[src/rtl/display_scan_ctrl.sv]
// Four-digit multiplexed display scanner with double-buffered digit values and
// anode guard gaps. Define DISPLAY_SCAN_LZB_EN to enable leading-zero blanking.
module display_scan_ctrl #(
    parameter int unsigned SCAN_DIV     = 50000,
    parameter int unsigned GUARD_CYCLES = 500,
    parameter int unsigned CNT_W        = 16
) (
    input  logic        clk,
    input  logic        reset,
    input  logic        enable,
    input  logic        wr_valid,
    input  logic [15:0] digits_in,
    input  logic [3:0]  dp_in,
    output logic [3:0]  nibble_out,
    output logic [3:0]  an_out,
    output logic        dp_out,
    output logic [1:0]  digit_idx,
    output logic        frame_start
);

    localparam logic [CNT_W-1:0] DRIVE_LAST = CNT_W'(SCAN_DIV - 1);
    localparam logic [CNT_W-1:0] GUARD_LAST =
        CNT_W'((GUARD_CYCLES > 0) ? GUARD_CYCLES - 1 : 0);
    localparam bit HAS_GUARD = (GUARD_CYCLES > 0);

    typedef enum logic [1:0] {
        IDLE  = 2'd0,
        DRIVE = 2'd1,
        GUARD = 2'd2
    } state_t;

    state_t           state_q;
    logic [CNT_W-1:0] cnt_q;
    logic [15:0]      shadow_dig_q;
    logic [3:0]       shadow_dp_q;
    logic [15:0]      frame_dig_q;
    logic [3:0]       frame_dp_q;

    logic             enter_c;
    logic             load_c;
    logic             blank_c;
    logic [1:0]       enter_idx_c;
    logic [15:0]      src_dig_c;
    logic [3:0]       src_dp_c;
    logic [3:0]       enter_an_c;

    // Next digit to enter; entering digit 0 always coincides with a frame load,
    // so the new frame's values come straight from the shadow register.
    always_comb begin
        enter_idx_c = (state_q == IDLE) ? 2'd0 : digit_idx + 2'd1;
        load_c      = (enter_idx_c == 2'd0);
        src_dig_c   = load_c ? shadow_dig_q : frame_dig_q;
        src_dp_c    = load_c ? shadow_dp_q  : frame_dp_q;
        enter_an_c  = ~(4'b0001 << enter_idx_c);
        case (state_q)
            IDLE:    enter_c = 1'b1;
            DRIVE:   enter_c = !HAS_GUARD && (cnt_q == DRIVE_LAST);
            GUARD:   enter_c = (cnt_q == GUARD_LAST);
            default: enter_c = 1'b0;
        endcase
    end

`ifdef DISPLAY_SCAN_LZB_EN
    logic [15:0] lead_c;

    // Digit is dark when it and every more-significant digit are zero and its dp is off.
    always_comb begin
        lead_c  = src_dig_c >> {enter_idx_c, 2'b00};
        blank_c = (enter_idx_c != 2'd0) && (lead_c == 16'h0000) && !src_dp_c[enter_idx_c];
    end
`else
    assign blank_c = 1'b0;
`endif

    always_ff @(posedge clk) begin
        if (reset) begin
            state_q      <= IDLE;
            cnt_q        <= '0;
            shadow_dig_q <= '0;
            shadow_dp_q  <= '0;
            frame_dig_q  <= '0;
            frame_dp_q   <= '0;
            nibble_out   <= 4'h0;
            an_out       <= 4'hf;
            dp_out       <= 1'b1;
            digit_idx    <= 2'd0;
            frame_start  <= 1'b0;
        end else begin
            if (wr_valid) begin
                shadow_dig_q <= digits_in;
                shadow_dp_q  <= dp_in;
            end
            frame_start <= 1'b0;
            if (!enable) begin
                state_q   <= IDLE;
                cnt_q     <= '0;
                digit_idx <= 2'd0;
                an_out    <= 4'hf;
                dp_out    <= 1'b1;
            end else if (enter_c) begin
                state_q    <= DRIVE;
                cnt_q      <= '0;
                digit_idx  <= enter_idx_c;
                nibble_out <= src_dig_c[{enter_idx_c, 2'b00} +: 4];
                dp_out     <= ~src_dp_c[enter_idx_c];
                an_out     <= blank_c ? 4'hf : enter_an_c;
                if (load_c) begin
                    frame_dig_q <= shadow_dig_q;
                    frame_dp_q  <= shadow_dp_q;
                    frame_start <= 1'b1;
                end
            end else if ((state_q == DRIVE) && (cnt_q == DRIVE_LAST)) begin
                state_q <= GUARD;
                cnt_q   <= '0;
                an_out  <= 4'hf;
            end else begin
                cnt_q <= cnt_q + CNT_W'(1);
            end
        end
    end

endmodule
[config.mk]
export PLATFORM = sky130hd
export DESIGN_NAME = display_scan_ctrl
export DESIGN_NICKNAME = d
export VERILOG_FILES = /design/src/rtl/display_scan_ctrl.sv
export SDC_FILE = /design/constraint.sdc
export NUM_CORES = 1
export LEC_CHECK = 0
export CORE_UTILIZATION = 35
export CTS_CLUSTER_DIAMETER = 80
export CTS_CLUSTER_SIZE = 16
export DETAILED_ROUTE_END_ITERATION = 7
export PLACE_DENSITY = 0.65
export SYNTH_ARGS = -nofsm -noshare
export SYNTH_HDL_FRONTEND = slang
export SYNTH_SLANG_ARGS = --single-unit
[constraint.sdc]
create_clock -name clk -period 4 [get_ports clk]
set_input_delay 0.8 -clock clk [delete_from_list [all_inputs] [get_ports clk]]
set_output_delay 0.8 -clock clk [all_outputs]
set_load 0.02 [all_outputs]
==> results of run 1 <==
worst paths after layout:
check	endpoint	depth (start not counted)
worst max-delay path	digit_idx[0]	1
worst min-delay path	frame_dig_q[10]	2
worst max register to register	cnt_q[2]	5
worst min register to register	frame_dig_q[10]	2
placed cells by master (no fill, tap or decap), drive strengths merged, types with 2 or more instances in the layout:
| master | n |
|---|---|
| or3 | 2 |
| mux2 | 3 |
| nor2 | 30 |
| inv | 7 |
| nor3 | 22 |
| nand3 | 8 |
| nand2 | 11 |
| o21ai | 8 |
| xnor2 | 10 |
| a21oi | 6 |
| and2 | 2 |
| nor2b | 4 |
| or4 | 3 |
| a2111oi | 4 |
| clkdlybuf4s50 | 35 |
| and3 | 3 |
| or4b | 2 |
| a211oi | 6 |
| nand2b | 34 |
| clkbuf | 14 |
| nand4 | 3 |
| buf | 3 |
| nor4 | 2 |
| mux2i | 38 |
| xor2 | 3 |
| dfxtp | 65 |
final cells by class:
cell class	instances	area (um^2)
Inverter	7	26.3
Fill cell	776	4380
Timing Repair Buffer	38	373
Clock buffer	14	153
Tap cell	102	128
Multi-Input combinational cell	219	1490
Sequential cell	65	1300
Clock inverter	2	37.5
power by group through the flow:
stage	sequential, mW	combinational (mW)	clock [mW]
finish	0.681	0.109	0.542
global route	0.684	0.122	0.589
CTS	0.682	0.110	0.556
detailed placement	0.696	0.110	0
global placement	0.696	0.108	0
floorplan	0.696	0.0654	0
state kept, by name, indices dropped and copies added (netlist names):
| register | count |
|---|---|
| frame_start | 1 |
| shadow_dp_q | 4 |
| an_out | 4 |
| nibble_out | 4 |
| state_q | 2 |
| digit_idx | 2 |
| frame_dp_q | 3 |
| cnt_q | 16 |
| dp_out | 1 |
| frame_dig_q | 12 |
| shadow_dig_q | 16 |
through the flow:
stage,setup WS (ps),instances
after floorplan,1710,312
final,1410,447
after CTS,1390,447
after global placement,1450,431
after detailed placement,1330,431
after global routing,1250,447
logic make-up (layout without fill, tap and decap cells):
logic type / Yosys count / in the layout / share of synthesized area (%)
AO/OA/AOI/OAI: 33 / 33 / 8.05
XOR/XNOR: 13 / 13 / 3.90
adder cells (fa/ha/maj): 1 / 1 / 0.428
buffers and inverters: 28 / 61 / 4.50
flip-flops: 65 / 65 / 44.5
multiplexers: 41 / 41 / 14.2
AND/OR/NAND/NOR: 131 / 131 / 24.4
per-layer routing:
layer,vias to the layer above,share of wire [%]
li1,1141,-
met1,1038,46
met2,34,49
met3,7,3.5
met4,0,1.5
met5,-,0
==> out/results.tsv, run 1 <==
stage	metric	value	unit
synth	Post-Syn Area per Cell	9.36	um^2
setup_path	RR Startpoint	cnt_q[0]	
outcome	status	completed	
final_layout	post-layout util	44.5	%
synth	Yosys top cell by area	dfxtp_1	
clock_network	H-tree depth	3	
route	Routed Antenna Nets	0	
route	Post-route DRC	0	
run	Max-Cap Viols	0	
synth	synthesis-stage register bit count	65	
clock_network	hold buffers post-CTS	0	
clock_network	post_cts resized	0	
setup_path	Buf+Inv Stages, Crit Path	1	
synth	Unique masters post-synth	47	
power	Overall Power	1.33	mW
synth	Post-synth ARST share	0	%
global_route	grt peak-use layer	met2	
sta	worst hold slack	473	ps
die	die area	8720	um^2
global_route	met2 usage	26.4	%
setup_path	crit-path cells	clkdlybuf4s50_1	
setup_path	critical-path maximum fanout	18	
route	TritonRoute pass-1 iters	4	
clock_network	CTS Root Cell	clkbuf_8	
sta	Worst slew margin	54.6	%
setup_path	worst setup path startpoint	digit_idx[0]	
final_layout	share of layout cells above drive strength 1	6.67	%
synth	ys flop type	dfxtp_1	
clock_network	CTS tree	done	
place	Final HPWL DP	4.06	mm
power	clock share of power	40.7	%
place	placed cell area	3320	um^2
sta	max-slew violations	0	
route	drt initial violations	50	
setup_path	Critical Path Max Stage Delay	730	ps
min_path	worst hold path type	flip-flop to flip-flop	
synth	top cell type's share of synthesized area	44.5	%
setup_path	R2R setup slack	1470	ps
min_path	min-delay src	shadow_dig_q[10]	
die	Cell Rows	32	
synth	Syn Nets	337	
sta	unrepaired setup endpoints after global routing	no	
clock_network	Num CTS Buffers	9	
die	Vert. Die Dim	93.4	um
setup_path	Arr. time, crit path	1790	ps
setup_path	kind of critical path	flip-flop to output pin	
synth	Seq/Total Area, Yosys	44.5	%
clock_network	Worst-Skew Late Latency	330	ps
global_route	met1 Use GR	17.5	%
clock_network	clk sinks	65	
power	Sw Share	22.3	%
route	Via Count	2220	
place	PortBufs	35	
sta	post-layout min period	2590	ps
sta	Final Hold Viols	0	
setup_path	Slowest cell on crit path	clkdlybuf4s50_1	
route	drt via density	4.97	
final_layout	# nets final	365	
sta	Setup Skew	8.36	ps
die	initial core utilization	37.0	%
global_route	first-pass GRT wire length	10.2	mm
final_layout	diodes inserted	0	
route	WL/cell	13.1	um
synth	Post-synth EDFFs	0	
synth	most frequent cell after synthesis	dfxtp_1	
setup_path	crit start category	flip-flop	
synth	synth cell count leaders	dfxtp_1 (65), mux2i_1 (38), nand2b_1 (34), nor2_1 (30), nor3_1 (21)	
clock_network	Setup Buffers After CTS	0	
power	Pint	1.04	mW
die	core area	7890	um^2
setup_path	Top delay family on crit path	buffers and inverters	
synth	Post-Syn Instances	312	
global_route	total track usage	15.1	%
power	Logic pwr share	8.1	%
sta	final period utilization	64.7	%
global_route	vias in the first global route	2209	
global_route	met3 GRT Util	4.15	%
final_layout	P&R area growth vs syn	20.0	%
setup_path	Worst EP required	3200	ps
global_route	grt total ovfl	0	
synth	Synth Cell Area	2920	um^2
die	IO Count	36	
power	Pleak	1.23	nW
power	Pwr Density	380	nW/um^2
synth	top cells by area, synth	dfxtp_1 (45%), mux2i_1 (13%), nand2b_1 (7.3%)	
final_layout	post-route cell area	3510	um^2
synth	warnings from Yosys	0	
clock_network	maximum root-to-sink buffer count	2	
place	GPL Wtd Cong	0.763	
sta	Final setup violation count	0	
die	Die X	93.4	um
global_route	initial antenna violation count	0	
power	P_sw	296	uW
sta	fmax	0.387	GHz
setup_path	Crit. End Element	output pin	
global_route	largest net degree at the start of global routing	58	
sta	actual slew at the worst max-slew pin	675	ps
power	Max VDD drop	231	uV
sta	setup TNS	0	ps
route	final wirelength	5.84	mm
clock_network	clk slew on worst S/H paths	70	ps
power	Reg power frac	51.1	%
No activity file was read; power rests on OpenSTA's default activity.
==> run 2: changes to the inputs <==
PLACE_DENSITY = 0.67   (was 0.65)
clock period = 2.2 ns   (was 4 ns; I/O delays follow)
==> out/results.tsv, run 2 (synthesis gave the netlist of run 1 again) <==
stage	metric	value	unit	change
clock_network	H-tree depth	3		unchanged
die	Cell Rows	32		unchanged
sta	final setup margin	4.28	ps	-1410 ps
place	dpl ws	-1.50	ps	-1340 ps
final_layout	Multi-input gate area	1510	um^2	+1.6%
setup_path	crit start category	flip-flop		
global_route	first-pass GRT wire length	10.6	mm	+3.4%
route	WL/cell	13.0	um	-0.13%
sta	actual slew at the worst max-slew pin	482	ps	-193 ps
sta	Worst slew margin	67.0	%	+12 points
outcome	status	completed		
route	drt initial violations	52		+4.0%
clock_network	Worst-Skew Late Latency	350	ps	+20 ps
clock_network	CTS tree	done		
sta	Setup Skew	12.0	ps	+3.65 ps
sta	Final setup violation count	0		unchanged
power	Sw Share	23.2	%	+0.97 points
final_layout	post-layout util	47.6	%	+3.1 points
final_layout	fill cell count	764		-1.5%
place	PortBufs	35		unchanged
sta	max-slew violations	0		unchanged
power	Reg power frac	51.4	%	+0.3 points
clock_network	CTS Root Cell	clkbuf_8		
route	TritonRoute pass-1 iters	4		unchanged
clock_network	clk sinks	65		unchanged
power	Max VDD drop	489	uV	+110%
die	Die X	93.4	um	unchanged
global_route	vias in the first global route	2325		+5.3%
sta	post-layout min period	2200	ps	
route	final wirelength	6.13	mm	+5.0%
setup_path	kind of critical path	flip-flop to flip-flop		
sta	setup TNS	0	ps	unchanged
setup_path	Arr. time, crit path	2470	ps	+680 ps
power	P_sw	559	uW	+89%
die	initial core utilization	37.0	%	unchanged
place	Final HPWL DP	4.40	mm	+8.4%
place	placed cell area	3520	um^2	+6.1%
clock_network	maximum root-to-sink buffer count	2		unchanged
route	Post-route DRC	0		unchanged
power	Logic pwr share	9.0	%	+0.9 points
route	Routed Antenna Nets	0		unchanged
final_layout	post-route cell area	3750	um^2	+7.1%
run	Max-Cap Viols	0		unchanged
route	drt via density	4.94		-0.61%
place	Inst Count DP	452		+4.9%
final_layout	diodes inserted	0		unchanged
final_layout	Cell Count, Final, Fillers Out	470		+5.1%
global_route	grt total ovfl	0		unchanged
setup_path	critical-path maximum fanout	8		-10
power	Pleak	1.37	nW	+11%
sta	unrepaired setup endpoints after global routing	yes		
clock_network	hold buffers post-CTS	0		unchanged
die	die area	8720	um^2	unchanged
power	Pwr Density	641	nW/um^2	+69%
place	GPL Wtd Cong	0.773		+1.4%
final_layout	commonest non-fill, non-tap cells in the layout	dfxtp_1 (63), mux2i_1 (38), clkdlybuf4s50_1 (35)		
power	Pint	1.85	mW	+79%
die	Vert. Die Dim	93.4	um	unchanged
clock_network	clk slew on worst S/H paths	70	ps	about the same
final_layout	biggest regs	cnt_q x16, shadow_dig_q x16, frame_dig_q x12		
final_layout	P&R area growth vs syn	28.5	%	
sta	Final Hold Viols	0		unchanged
setup_path	Worst EP required	2470	ps	-730 ps
sta	fmax	0.455	GHz	
power	clock share of power	39.6	%	-1.1 points
global_route	total track usage	15.7	%	+0.52 points
clock_network	Num CTS Buffers	9		unchanged
final_layout	commonest non-fill, non-tap cell in the layout	dfxtp_1		
global_route	initial antenna violation count	0		unchanged
final_layout	share of layout cells above drive strength 1	14.7	%	+8.0 points
die	core area	7890	um^2	unchanged
die	IO Count	36		unchanged
min_path	worst hold path type	flip-flop to flip-flop		
route	Via Count	2320		+4.5%
global_route	largest net degree at the start of global routing	37		-36%
final_layout	# nets final	389		+6.6%
sta	final period utilization	99.8	%	
final_layout	FF/Latch Area	1310	um^2	+0.58%
setup_path	Crit. End Element	flip-flop		
-- run 2: stage by stage --
step	hold slack, ps	power (mW)
after global placement	448	1.47
after detailed placement	455	1.48
after global routing	471	2.52
after CTS	463	2.44
after floorplan	442	1.39
final	450	2.41
-- run 2: path summary, 6_finish.rpt --
| check | to | from | slack (ps) | cells after the start |
|---|---|---|---|---|
| worst min-delay path | cnt_q[0] | cnt_q[0] | 450 | 1 |
| worst max-delay path | frame_dig_q[9] | cnt_q[1] | 4 | 6 |
| worst max register to register | frame_dig_q[9] | cnt_q[1] | 4 | 6 |
| worst min register to register | cnt_q[0] | cnt_q[0] | 450 | 1 |
-- run 2: critical path: stages (launching register included) --
cell	delay (ps)
dfxtp_4	360
ha_4	140
or4b_4	480
or4_4	550
o21ai_4	220
buf_12	170
mux2i_1	200
-- run 2: what timing repair did --
item | in CTS | in global routing
endpoints found under the hold margin | 0 | 0
pin swaps | 0 | 0
gates cloned | 0 | 1
resized for setup | 1 | 2
setup endpoints to repair | 1 | 17
buffers inserted | 0 | 2
-- run 2: per-layer routing --
metal	part of all wire, %	global-route usage, %	vias to the layer above
met1	46	19.0	1078
li1	-	-	1194
met2	49	25.9	38
met3	3.4	5.12	10
met4	1.5	5.64	0
met5	0	0	-
-- run 2: power by group through the flow --
stage	Combinational, mW	Clock [mW]	Sequential (mW)
floorplan	0.119	0	1.27
global placement	0.209	0	1.26
detailed placement	0.212	0	1.27
CTS	0.214	0.986	1.24
global route	0.239	1.04	1.24
finish	0.218	0.954	1.24
-- run 2: cell type report --
| cell class | count | share of cell area [%] |
|---|---|---|
| Tap cell | 102 | 3.40 |
| Sequential cell | 65 | 34.9 |
| Timing Repair Buffer | 62 | 15.9 |
| Inverter | 7 | 0.700 |
| Clock inverter | 6 | 1.60 |
| Clock buffer | 9 | 3.30 |
| Multi-Input combinational cell | 219 | 40.3 |
==> run 3: changes to the inputs <==
CELL_PAD_IN_SITES_DETAIL_PLACEMENT = 1   (was not set)
CELL_PAD_IN_SITES_GLOBAL_PLACEMENT = 1   (was not set)
PLACE_DENSITY = 0.81   (was 0.67)
SKIP_CTS_REPAIR_TIMING = 1   (was not set)
==> out/results.tsv, run 3 (synthesis gave the netlist of run 1 again) <==
stage	metric	value	unit	change
sta	setup TNS	-477	ps	-477 ps
final_layout	P&R area growth vs syn	30.6	%	
setup_path	critical-path maximum fanout	7		-1
global_route	initial antenna violation count	0		unchanged
final_layout	commonest non-fill, non-tap cell in the layout	dfxtp_1		
place	Final HPWL DP	5.07	mm	+15%
run	Max-Cap Viols	0		unchanged
clock_network	Worst-Skew Late Latency	350	ps	about the same
die	Vert. Die Dim	93.4	um	unchanged
sta	fmax	0.444	GHz	-2.5%
global_route	total track usage	18.1	%	+2.4 points
die	core area	7890	um^2	unchanged
clock_network	clk slew on worst S/H paths	70	ps	about the same
sta	Final setup violation count	15		+15
setup_path	Crit. End Element	flip-flop		
route	drt via density	5.07		+2.8%
outcome	failing checks	setup timing		
sta	max-slew violations	0		unchanged
power	Pleak	1.40	nW	+1.8%
clock_network	H-tree depth	3		unchanged
sta	Setup Skew	11.3	ps	-0.746 ps
die	Cell Rows	32		unchanged
route	TritonRoute pass-1 iters	4		unchanged
die	Die X	93.4	um	unchanged
route	final wirelength	7.36	mm	+20%
final_layout	commonest non-fill, non-tap cells in the layout	dfxtp_1 (62), mux2i_1 (38), clkdlybuf4s50_1 (35)		
sta	actual slew at the worst max-slew pin	436	ps	-46.2 ps
final_layout	diodes inserted	0		unchanged
global_route	grt total ovfl	0		unchanged
setup_path	worst r2r dst	frame_dig_q[6]		
power	Max VDD drop	361	uV	-26%
route	Routed Antenna Nets	0		unchanged
clock_network	maximum root-to-sink buffer count	2		unchanged
setup_path	crit start category	flip-flop		
die	IO Count	36		unchanged
sta	Worst slew margin	70.2	%	+3.2 points
power	Overall Power	2.70	mW	+12%
final_layout	post-layout util	48.4	%	+0.76 points
outcome	status	finished, violations left		
setup_path	Arr. time, crit path	2530	ps	+60 ps
clock_network	CTS tree	done		
min_path	worst hold path type	flip-flop to flip-flop		
final_layout	# nets final	389		unchanged
sta	post-layout min period	2250	ps	+55.7 ps
setup_path	R2R setup slack	-50	ps	-60 ps
final_layout	biggest regs	cnt_q x16, shadow_dig_q x16, frame_dig_q x12		
final_layout	share of layout cells above drive strength 1	15.2	%	+0.50 points
sta	final period utilization	102	%	+2.5 points
global_route	largest net degree at the start of global routing	34		-8.1%
place	PortBufs	35		unchanged
power	Pwr Density	707	nW/um^2	+10%
route	drt initial violations	79		+52%
place	GPL Wtd Cong	0.749		-3.1%
sta	worst hold slack	462	ps	+11.8 ps
route	Post-route DRC	0		unchanged
global_route	vias in the first global route	2532		+8.9%
sta	Final Hold Viols	0		unchanged
setup_path	Worst EP required	2480	ps	about the same
die	initial core utilization	37.0	%	unchanged
clock_network	clk sinks	65		unchanged
setup_path	RR Startpoint	cnt_q[0]		
setup_path	worst setup path startpoint	cnt_q[0]		
sta	final setup margin	-51.4	ps	-55.7 ps
route	Via Count	2389		+3.0%
setup_path	kind of critical path	flip-flop to flip-flop		
route	WL/cell	15.6	um	+20%
sta	unrepaired setup endpoints after global routing	yes		
die	die area	8720	um^2	unchanged
clock_network	Num CTS Buffers	9		unchanged
global_route	first-pass GRT wire length	12.1	mm	+14%
place	dpl ws	-42.3	ps	-40.8 ps
setup_path	Setup crit end	frame_dig_q[6]		
clock_network	CTS Root Cell	clkbuf_8		
setup_path	Worst R2R Path Depth	6		unchanged
run 3: worst min-delay path by stage:
stage / startpoint / to / slack (ps) / cells after the start
detailed placement: cnt_q[0] / cnt_q[0] / 470 / 1
CTS: cnt_q[0] / cnt_q[0] / 480 / 1
floorplan: cnt_q[0] / cnt_q[0] / 440 / 1
finish: cnt_q[0] / cnt_q[0] / 460 / 1
global route: cnt_q[0] / cnt_q[0] / 490 / 1
global placement: cnt_q[0] / cnt_q[0] / 450 / 1
run 3: area by class of cell:
type / instances / area (um^2)
fill: 904 / 4070
clock inverter: 7 / 119
timing repair buffer: 62 / 596
sequential: 65 / 1310
inverter: 7 / 26.3
clock buffer: 9 / 124
tap: 102 / 128
multi-input combinational: 219 / 1510
run 3: power by group:
group / leakage [nW] / switching, mW / total, mW / internal (mW)
Clock: 0.115 / 0.484 / 1.24 / 0.752
Sequential: 0.532 / 0.0232 / 1.24 / 1.21
Combinational: 0.750 / 0.0976 / 0.224 / 0.127
run 3: routing by layer:
metal  global-route usage [%]  wire length (um)  part of all wire, %
met5                        0                 0                    0
met4                     8.46               203                  2.8
met3                     3.98               180                  2.4
met2                     32.9              3880                   53
met1                     19.9              3100                   42
run 3: critical path: stages (launching register included):
cell       delay (ps)
dfxtp_4           370
ha_4              140
or4b_4            490
or4_4             560
o21ai_4           230
clkbuf_16         200
mux2i_1           190
run 3: per-stage QoR:
stage	cell area [um^2]	std cells
after floorplan	2950	312
after global placement	3510	451
after detailed placement	3510	451
after CTS	3750	467
after global routing	3810	471
final	3810	471
==> edit (config.mk and constraints of run 3) <==
Encoding of `state_t`: now one-hot (3 bits for 3 states).
--- a/src/rtl/display_scan_ctrl.sv
+++ b/src/rtl/display_scan_ctrl.sv
@@ -25,6 +25,6 @@
 
-    typedef enum logic [1:0] {
-        IDLE  = 2'd0,
-        DRIVE = 2'd1,
-        GUARD = 2'd2
+    typedef enum logic [2:0] {
+        IDLE  = 3'b001,
+        DRIVE = 3'b010,
+        GUARD = 3'b100
     } state_t;
Formal check against the unedited RTL: same outputs for any inputs over 10 cycles, from zero or initial values and one cycle with reset high; not proved beyond that.
==> edit against run 3 <==
- count of clock-buffer cells in the layout up 1
- synthesized area up 1.3%
- power down 6.8%
- sequential cell count up 1
- setup slack better by 0.21 ns
- design area down 5.1%
- wire length down 8.1%
- utilization down 4.3 points
- hold slack about the same
- highest routed layer unchanged
==> edit: results <==
group,metric,value,unit
outcome,outcome,"finished, final reports clean",
routing,vias,2327,
yosys,ys_seq_area_share,44.6,%
routing,routedWlPerCell,14.9,um
worst_setup_path,cp_max_fo,10,
yosys,commonest_cells_in_the_synthesized_netlist,"66 x dfxtp_1, 43 x mux2i_1, 39 x nand2_1, 30 x nor2_1, 14 x nor3_1",
placement,dpl.hpwl,4.98,mm
worst_setup_path,regToRegSetupSlack,0.16,ns
power,total_leakage_power,1.37,nW
placement,finalWeightedCongestion,0.773,
global_routing,grt_first_pass_wirelength,11.5,mm
final_layout,final_layout_size_suffix_gt1_share,12.9,%
routing,wl,6.76,mm
timing,fin_worst_skew,0.00786,ns
yosys,avgSynthCellArea,9.64,um2
yosys,synthDistinctLibCells,51,
worst_setup_path,critical_path.endpoint,"cnt_q[6]",
timing,max_slew_margin,67.8,%
final_layout,fin_nets,371,
global_routing,grt_max_degree,21,
routing,drt_iter0_drc,58,
placement,postPlaceCellArea,0.00343,mm2
yosys,syn-num-nets,332,
hold_path,hold_path_end,"frame_dig_q[4]",
power,ir_worst_vdd,0.296,mV
global_routing,grt_usage,17.0,%
==> edit: cell count changes in the layout (fill, tap and decap cells not counted), moves of 5 or more <==
cell,delta
buf_4,-11
inv_1,-5
mux2i_1,+5
nand2_1,+28
nand2b_1,-32
nor3_1,-7
o211ai_1,+8
xnor2_1,-8
xor2_1,+8
==> edit: stage by stage <==
stage	power (mW)	worst slack, ns
after floorplan	1.44	0.500
after global placement	1.54	0.279
after detailed placement	1.55	0.175
after CTS	2.54	0.145
after global routing	2.62	0.00702
final	2.51	0.157
==> edit: critical path: stages, from the launching register on <==
cell and delay [ns]:
dfxtp_1 0.37, ha_1 0.28, and4bb_2 0.28, nand4b_2 0.20
o21ai_2 0.48, buf_4 0.26, nor3_1 0.07
==> edit: cell type report <==
class	instances	area, um2
Fill cell	943	4600
Multi-Input combinational cell	218	1500
Sequential cell	66	1320
Timing Repair Buffer	49	468
Clock buffer	10	138
Tap cell	105	131
Clock inverter	5	55.1
Inverter	2	7.51
==> edit: cell families (layout without fill, tap and decap cells) <==
group | count (synthesis) | in the layout | synth area share, %
compound gates | 36 | 36 | 9.26
xor+xnor | 13 | 13 | 3.85
fa+ha+maj | 1 | 1 | 0.423
buf+inv | 23 | 66 | 4.78
flops | 66 | 66 | 44.6
mux | 43 | 43 | 14.5
simple gates | 125 | 125 | 22.5
==> edit: power breakdown <==
part           leakage, nW  internal, mW  switching [mW]
clock network       0.0941         0.543           0.455
logic                0.739         0.131           0.118
registers            0.538          1.24          0.0273
==> edit: metal layers <==
layer / wire length [um] / share of wire (%) / up-vias / track usage [%]
met5: 0 / 0 / - / 0
met4: 121 / 1.8 / 0 / 6.15
met3: 197 / 2.9 / 12 / 4.21
met2: 3370 / 50 / 42 / 30.0
met1: 3070 / 45 / 1109 / 19.8
li1: - / - / 1164 / -
